[src/rtl/hex_scan_display.sv]
// hex_scan_display: time-multiplexed hexadecimal 7-segment display driver.
// Digits are lit one at a time through shared, active-low segment lines.
// A dark gap between digits prevents ghosting.
// Optional feature macro: LEADING_ZERO_BLANK_EN. When it is defined, digits
// above the most significant nonzero nibble are darkened. Digit 0 is never
// darkened by this feature.
module hex_scan_display #(
    parameter int DIGITS  = 4,
    parameter int CLK_DIV = 50000,
    parameter int GAP_CYC = 16
) (
    input  logic                clk,
    input  logic                rst,
    input  logic [4*DIGITS-1:0] value,
    input  logic [DIGITS-1:0]   blank_mask,
    input  logic                load,
    output logic [6:0]          seg,
    output logic [DIGITS-1:0]   an,
    output logic                frame_done
);

    localparam int TMAX  = (CLK_DIV > GAP_CYC) ? CLK_DIV : GAP_CYC;
    localparam int TW    = $clog2(TMAX + 1);
    localparam int IW    = (DIGITS > 1) ? $clog2(DIGITS) : 1;
    localparam int NSLOT = 1 << IW;

    localparam logic [TW-1:0] SHOW_LAST = TW'(CLK_DIV - 1);
    localparam logic [TW-1:0] GAP_LAST  = TW'((GAP_CYC > 0) ? GAP_CYC - 1 : 0);
    localparam logic [IW-1:0] LAST_IDX  = IW'(DIGITS - 1);

    typedef enum logic {
        ST_GAP  = 1'b0,
        ST_SHOW = 1'b1
    } state_t;

    state_t              r_state;
    logic [TW-1:0]       r_timer;
    logic [IW-1:0]       r_idx;
    logic [4*DIGITS-1:0] r_value;
    logic [DIGITS-1:0]   r_mask;
    logic [6:0]          r_seg;
    logic [DIGITS-1:0]   r_an;
    logic                r_frame_done;

    // The nibble and dark flags are padded to a power-of-two table.
    // Padding slots are dark and never selected.
    logic [3:0]          w_nib  [NSLOT];
    logic [NSLOT-1:0]    w_dark;
    logic [DIGITS-1:0]   w_auto;
    logic [IW-1:0]       w_idx_inc;
    logic [IW-1:0]       w_entry_idx;
    logic                w_entry_dark;
    logic [6:0]          w_entry_seg;
    logic [DIGITS-1:0]   w_entry_an;

    // Active-low g..a pattern for one hex nibble.
    function automatic logic [6:0] hex_to_seg(input logic [3:0] nib);
        logic [6:0] code;
        case (nib)
            4'h0: code = 7'b1000000;
            4'h1: code = 7'b1111001;
            4'h2: code = 7'b0100100;
            4'h3: code = 7'b0110000;
            4'h4: code = 7'b0011001;
            4'h5: code = 7'b0010010;
            4'h6: code = 7'b0000010;
            4'h7: code = 7'b1111000;
            4'h8: code = 7'b0000000;
            4'h9: code = 7'b0011000;
            4'hA: code = 7'b0001000;
            4'hB: code = 7'b0000011;
            4'hC: code = 7'b1000110;
            4'hD: code = 7'b0100001;
            4'hE: code = 7'b0000110;
            default: code = 7'b0001110;
        endcase
        return code;
    endfunction

`ifdef LEADING_ZERO_BLANK_EN
    // A digit is auto-darkened when it and every digit above it are zero.
    // Digit 0 is exempt so that a zero value still shows "0".
    generate
        for (genvar gi = 0; gi < DIGITS; gi++) begin : g_lzb
            if (gi == 0) begin : g_first
                assign w_auto[gi] = 1'b0;
            end else begin : g_upper
                assign w_auto[gi] = (r_value[4*DIGITS-1:4*gi] == '0);
            end
        end
    endgenerate
`else
    assign w_auto = '0;
`endif

    // Build the per-slot nibble and dark tables from the shadow registers.
    generate
        for (genvar gi = 0; gi < NSLOT; gi++) begin : g_slot
            if (gi < DIGITS) begin : g_real
                assign w_nib[gi]  = r_value[4*gi +: 4];
                assign w_dark[gi] = r_mask[gi] | w_auto[gi];
            end else begin : g_pad
                assign w_nib[gi]  = 4'h0;
                assign w_dark[gi] = 1'b1;
            end
        end
    endgenerate

    // Compute the digit index that the next SHOW entry displays, and that digit's segment pattern.
    always_comb begin
        w_idx_inc    = (r_idx == LAST_IDX) ? '0 : r_idx + IW'(1);
        // In SHOW, an entry only happens back-to-back (no gap), so it is for the following digit.
        w_entry_idx  = (r_state == ST_SHOW) ? w_idx_inc : r_idx;
        w_entry_dark = w_dark[w_entry_idx];
        w_entry_seg  = w_entry_dark ? 7'h7F : hex_to_seg(w_nib[w_entry_idx]);
    end

    // Build the digit-enable word for the entry: exactly one bit low, or all high when the digit is dark.
    generate
        for (genvar gi = 0; gi < DIGITS; gi++) begin : g_an
            assign w_entry_an[gi] = w_entry_dark | (w_entry_idx != IW'(gi));
        end
    endgenerate

    // Scan FSM: shadow capture, GAP/SHOW timing, and registered outputs.
    always_ff @(posedge clk) begin
        if (rst) begin
            r_state      <= ST_GAP;
            r_timer      <= '0;
            r_idx        <= '0;
            r_value      <= '0;
            r_mask       <= '0;
            r_seg        <= 7'h7F;
            r_an         <= '1;
            r_frame_done <= 1'b0;
        end else begin
            if (load) begin
                r_value <= value;
                r_mask  <= blank_mask;
            end
            r_frame_done <= 1'b0;
            case (r_state)
                ST_GAP: begin
                    if ((GAP_CYC == 0) || (r_timer == GAP_LAST)) begin
                        r_state <= ST_SHOW;
                        r_timer <= '0;
                        r_seg   <= w_entry_seg;
                        r_an    <= w_entry_an;
                    end else begin
                        r_timer <= r_timer + TW'(1);
                    end
                end
                default: begin
                    if (r_timer == SHOW_LAST) begin
                        r_idx        <= w_idx_inc;
                        r_timer      <= '0;
                        r_frame_done <= (r_idx == LAST_IDX);
                        if (GAP_CYC == 0) begin
                            r_state <= ST_SHOW;
                            r_seg   <= w_entry_seg;
                            r_an    <= w_entry_an;
                        end else begin
                            r_state <= ST_GAP;
                            r_seg   <= 7'h7F;
                            r_an    <= '1;
                        end
                    end else begin
                        r_timer <= r_timer + TW'(1);
                    end
                end
            endcase
        end
    end

    assign seg        = r_seg;
    assign an         = r_an;
    assign frame_done = r_frame_done;

endmodule

[config.mk]
export PLATFORM = sky130hd
export DESIGN_NAME = hex_scan_display
export DESIGN_NICKNAME = d
export VERILOG_FILES = /design/src/rtl/hex_scan_display.sv
export SDC_FILE = /design/constraint.sdc
export NUM_CORES = 1
export LEC_CHECK = 0
export CAP_MARGIN = 20
export CORE_MARGIN = 3
export CORE_UTILIZATION = 46
export DETAILED_ROUTE_END_ITERATION = 10
export PLACE_DENSITY_LB_ADDON = 0.1
export SLEW_MARGIN = 0
export SYNTH_ARGS = -nofsm -noshare
export SYNTH_HDL_FRONTEND = slang
export SYNTH_SLANG_ARGS = --single-unit
[constraint.sdc]
create_clock -name clk -period 2.8 [get_ports clk]
set_clock_uncertainty 0.1 [all_clocks]
set_input_delay 0.56 -clock clk [delete_from_list [all_inputs] [get_ports clk]]
set_output_delay 0.56 -clock clk [all_outputs]
set_load 0.005 [all_outputs]
==> impl_metrics.ini, run 1 <==
[run_status]
status = completed

[synthesis]
synth-seq-area-share_pct = 42.1
yosys-top-cells-area = dfxtp_1 42%, mux2i_1 13%, nor2_1 6.7%
yosysWarningCount = 0
synth_area_leader_cell = dfxtp_1
ys_top_cells_by_count = 51 x dfxtp_1, 43 x nor2_1, 32 x mux2i_1
avgSynthCellArea_um2 = 9.54
synth_top_area_share_pct = 42.1
post-synth-top-count-cell = dfxtp_1
synth_seq_cells = 51
syn_inst = 254
netlist_area_um2 = 2420
synth_edf_count = 0
synth_cell_types = 48
async_reset_ff_share_pct = 0
ys.flop_type = dfxtp_1
synthesis.nets = 285

[sta]
fin_crit_sh_pct = 89.7
clock.fmax_mhz = 398
worstMarginPinSlew_ns = 0.433
hold_ws_ns = 0.385
slew_viol_final = 0
setup_ws_ns = 0.287
finalHoldViolations = 0
setup_viol = 0
slew_headroom_pct = 70.3
final.setup.tns_ns = 0
rsz0062_at_grt = no
period_needed_ns = 2.51

[critical_path]
start_kind = flop
critPathKind = reg2reg
r2r-start = r_idx[0]
crit_path_start = r_idx[0]
cp_data_arrival_time_ns = 2.66
crit_fanout = 7
endpoint_kind = flop
required_ns = 2.94

[routing]
drt_pass1_iterations = 4
wl_um = 4570
initialDrtViolationCount = 87
drcViolationCount = 0
antenna_left = 0
post_drt_wl_per_cell_um = 12.7
avgViaCountPerCell = 5.15
route.vias.total = 1848

[final_layout]
final_area_um2 = 2970
drive_above_1_share_pct = 9.93
final_nets = 322
fillCellCount = 473
diodes = 0
finalCoreUtilization_pct = 60.5
area_delta_synth_final_pct = 22.7
layout.cells.non_filler = 359

[power_and_ir_drop]
comb_power_share_pct = 8.8
clockPowerShare_pct = 37.3
finalPower_mw = 1.41
power_density_nw_per_um2 = 474
p_sw_mw = 0.310
p_seq_share_pct = 53.8
max-vdd-ir-drop_v = 0.000312
internal_power_mw = 1.10
switching_share_pct = 22.0
leakagePower_nw = 1.19

[floorplan]
fp.dieH_um = 78.6
core.rowCount = 25
die_w_um = 78.6
io_pins = 35
core_um2 = 4910
initial_core_util_pct = 49.4
die_area_um2 = 6180

[placement]
portBuffers = 34
dp.cells = 351
post-dp-hpwl_um = 3330
place_ws_ns = 0.0827
place_area_um2 = 2850
gp_congestion = 0.852

[cts]
cts_setup_buffers = 0
numCtsBuffers = 5
clockBufferDepth = 2
tritoncts = done
cts_root_buf = clkbuf_8
clkTransAtPathRegs_ns = 0.09
htree_levels = 2
clock_sinks = 51
insertion_delay_ns = 0.30

[global_routing]
grt_pass1_wl_um = 7890
grt_max_degree = 26
grt_pass1_vias = 1827
grt_use_total_pct = 15.6
antenna_found_initial = 0
gr-total-overflow = 0

[hold_path]
min_path_type = reg2reg
hold_start = seg[6]

[job]
drv_cap = 0
## layer usage
metal	GRT usage, %	wire length (um)	vias to the layer above
li1	-	-	973
met4	5.24	55	0
met3	3.78	193	4
met2	25.6	2020	33
met1	20.1	2300	838
met5	0	0	-
## sequential cells by signal (all words and copies together), names as in the netlist
register and flops:
r_state 1, seg 7, an 4, r_value 16, r_timer 16, r_mask 4
r_idx 2, frame_done 1
## power groups by stage
stage	Combinational, mW	Clock (mW)	Sequential [mW]
finish	0.124	0.527	0.759
global route	0.139	0.572	0.762
CTS	0.125	0.540	0.759
detailed placement	0.125	0	0.776
global placement	0.124	0	0.776
floorplan	0.0806	0	0.772
## layout make-up
| class | instances | area [um^2] | share of cell area [%] |
|---|---|---|---|
| multi-input cells | 184 | 1320 | 44.4 |
| flip-flops and latches | 51 | 1020 | 34.3 |
| repair buffers | 43 | 408 | 13.7 |
| well taps | 67 | 83.8 | 2.82 |
| clock buffers | 6 | 82.6 | 2.78 |
| clock inverters | 2 | 35.0 | 1.18 |
| inverters | 6 | 22.5 | 0.758 |
## critical path, cell delays in order, from the launching register on
cell and delay (ns):
dfxtp_1 0.32, ha_1 0.38, mux2i_4 0.34, mux4_2 0.43
inv_1 0.13, ha_1 0.29, o32ai_1 0.29, o22a_1 0.17
## cell families (layout without fill, tap and decap cells)
family | Yosys count | count (layout) | synth area share (%)
simple gates | 97 | 97 | 20.1
compound gates | 32 | 32 | 9.24
mux | 36 | 36 | 16.8
fa+ha+maj | 8 | 8 | 4.13
xor+xnor | 11 | 11 | 3.98
flops | 51 | 51 | 42.1
buf+inv | 19 | 57 | 3.61
## repair_timing
action / CTS / global route
gates resized for setup: 0 / 4
hold buffers: 0 / 0
setup endpoints to repair: 0 / 3
## worst paths after layout
| check | to | slack (ns) | cells past startpoint |
|---|---|---|---|
| worst max register to register | seg[3] | 0.29 | 7 |
| worst min register to register | seg[6] | 0.38 | 1 |
| worst max-delay path | seg[3] | 0.29 | 7 |
| worst min-delay path | seg[6] | 0.38 | 1 |
## placed cells by master (no fill, tap or decap), drive strengths merged, types with 2 or more instances in the layout
| cell | instances |
|---|---|
| o32a | 2 |
| nor4 | 2 |
| and3 | 7 |
| dfxtp | 51 |
| xor2 | 4 |
| a31oi | 2 |
| ha | 8 |
| a21oi | 6 |
| clkbuf | 6 |
| o21ai | 10 |
| nand3 | 13 |
| clkdlybuf4s50 | 34 |
| nor3 | 7 |
| xnor2 | 7 |
| buf | 9 |
| nand4 | 3 |
| mux4 | 2 |
| mux2i | 33 |
| o31ai | 2 |
| or3 | 3 |
| nand2 | 9 |
| nor2 | 43 |
| nor3b | 2 |
| inv | 6 |
| o22a | 5 |
Power figures use the tool's default switching activity.
==> run 2, diff against run 1 <==
--- a/config.mk
+++ b/config.mk
@@ -7,7 +7,7 @@
 export LEC_CHECK = 0
 export CAP_MARGIN = 20
 export CORE_MARGIN = 3
-export CORE_UTILIZATION = 46
+export CORE_UTILIZATION = 54
 export DETAILED_ROUTE_END_ITERATION = 10
 export PLACE_DENSITY_LB_ADDON = 0.1
 export SLEW_MARGIN = 0
==> constraint.sdc (replaced) <==
create_clock -name clk -period 2.4 [get_ports clk]
set_clock_uncertainty 0.1 [all_clocks]
set_input_delay 0.48 -clock clk [delete_from_list [all_inputs] [get_ports clk]]
set_output_delay 0.48 -clock clk [all_outputs]
set_load 0.005 [all_outputs]
==> run 2 against run 1 <==
Against the previous run:
- count of clock-buffer cells in the layout grew 2
- register-to-register slack lost 0.25 ns
- sequential cell count is the same
- hold slack gained 0.0055 ns
- final cell count shrank 1.1%
- via count grew 6.3%
- setup slack lost 0.25 ns
- critical endpoint is now seg[1]
- largest cell class unchanged
- largest power group unchanged
==> impl_metrics.ini, run 2 (synthesis results as in run 1) <==
[routing]
initialDrtViolationCount = 137
antenna_left = 0
avgViaCountPerCell = 5.53
wl_um = 5250
drt_pass1_iterations = 4
drcViolationCount = 0
route.vias.total = 1964
post_drt_wl_per_cell_um = 14.8

[power_and_ir_drop]
max-vdd-ir-drop_v = 0.000375
finalPower_mw = 1.60
leakagePower_nw = 1.25
power_density_nw_per_um2 = 509

[critical_path]
cp_data_arrival_time_ns = 2.45
required_ns = 2.49
endpoint_kind = flop
start_kind = flop
crit_fanout = 5
critPathKind = reg2reg
rrSetupSlack_ns = 0.04

[global_routing]
grt_max_degree = 24
grt_use_total_pct = 20.2
grt_pass1_vias = 1843
antenna_found_initial = 0
gr-total-overflow = 0
grt_pass1_wl_um = 8480

[floorplan]
initial_core_util_pct = 58.1
core.rowCount = 23
io_pins = 35
die_w_um = 73.0
fp.dieH_um = 73.0
die_area_um2 = 5330
core_um2 = 4170

[final_layout]
drive_above_1_share_pct = 18.0
area_delta_synth_final_pct = 29.3
layout_commonest_cell = dfxtp_1
layout_common_cells = 48 x dfxtp_1, 41 x nor2_1, 34 x clkdlybuf4s50_1
final_area_um2 = 3130
final_nets = 335
fillCellCount = 311
diodes = 0

[run_status]
status = completed

[sta]
setup_ws_ns = 0.0391
slew_viol_final = 0
slew_headroom_pct = 64.3
hold_ws_ns = 0.390
finalHoldViolations = 0
worstMarginPinSlew_ns = 0.520
rsz0062_at_grt = yes
clock.fmax_mhz = 424
period_needed_ns = 2.36
fin_crit_sh_pct = 98.4
final.setup.tns_ns = 0
setup_viol = 0

[cts]
htree_levels = 2
hold_buffers = 0
tritoncts = done
clockBufferDepth = 2
insertion_delay_ns = 0.30
clock_sinks = 51
cts_root_buf = clkbuf_8
clkTransAtPathRegs_ns = 0.08
numCtsBuffers = 5

[hold_path]
min_path_type = reg2reg

[placement]
place_area_um2 = 2910
portBuffers = 34
post-dp-hpwl_um = 3660
place_ws_ns = -0.119
gp_congestion = 0.941

[job]
drv_cap = 0
## run 2: cell types whose count changed in the layout (fill, tap and decap cells not counted), moves of 3 or more
cell,change
ha_4,+4
buf_4,+10
ha_1,-4
dfxtp_1,-3
## run 2: final timing paths
kind / from / endpoint / cells after the start
worst min-delay path: seg[4] / seg[4] / 1
worst max register to register: r_idx[0] / seg[1] / 7
worst min register to register: seg[4] / seg[4] / 1
worst max-delay path: r_idx[0] / seg[1] / 7
## run 2: cell type report
class                      instances  area [um^2]  share of cell area, %
clock buffer                       8          100                   3.19
sequential                        51         1030                   32.9
multi-input combinational        184         1390                   44.4
tap                               50         62.6                   2.00
timing repair buffer              56          526                   16.8
inverter                           6         25.0                  0.798
## run 2: report_power, final
part           switching (mW)  internal [mW]  leakage, nW
Sequential             0.0145          0.867        0.418
Combinational          0.0848         0.0948        0.780
Clock                   0.270          0.264       0.0515
## run 2: through the flow
stage	util (%)	instances
6_report	75.1	355
5_1_grt	75.1	355
4_1_cts	72.4	351
3_5_place_dp	69.7	342
3_3_place_gp	69.7	342
2_1_floorplan	-	254
## run 2: what timing repair did
action,CTS,global route
endpoints found under the setup margin,5,6
pin swaps,0,6
buffers inserted,1,4
gates resized for setup,1,20
## run 2: worst max-delay path, stage by stage, from the launching register on
cell and delay (ns):
dfxtp_4 0.38, ha_4 0.14, nor2_2 0.05, mux2i_4 0.19, mux4_2 0.64, ha_4 0.36
nor3_2 0.05, o32a_1 0.35
## run 2: layer usage
metal | track usage [%] | vias to the layer above | wire (um)
met1 | 28.3 | 908 | 2530
met2 | 30.4 | 50 | 2430
met5 | 0 | - | 0
li1 | - | 999 | -
met4 | 8.20 | 0 | 81
met3 | 3.72 | 7 | 210
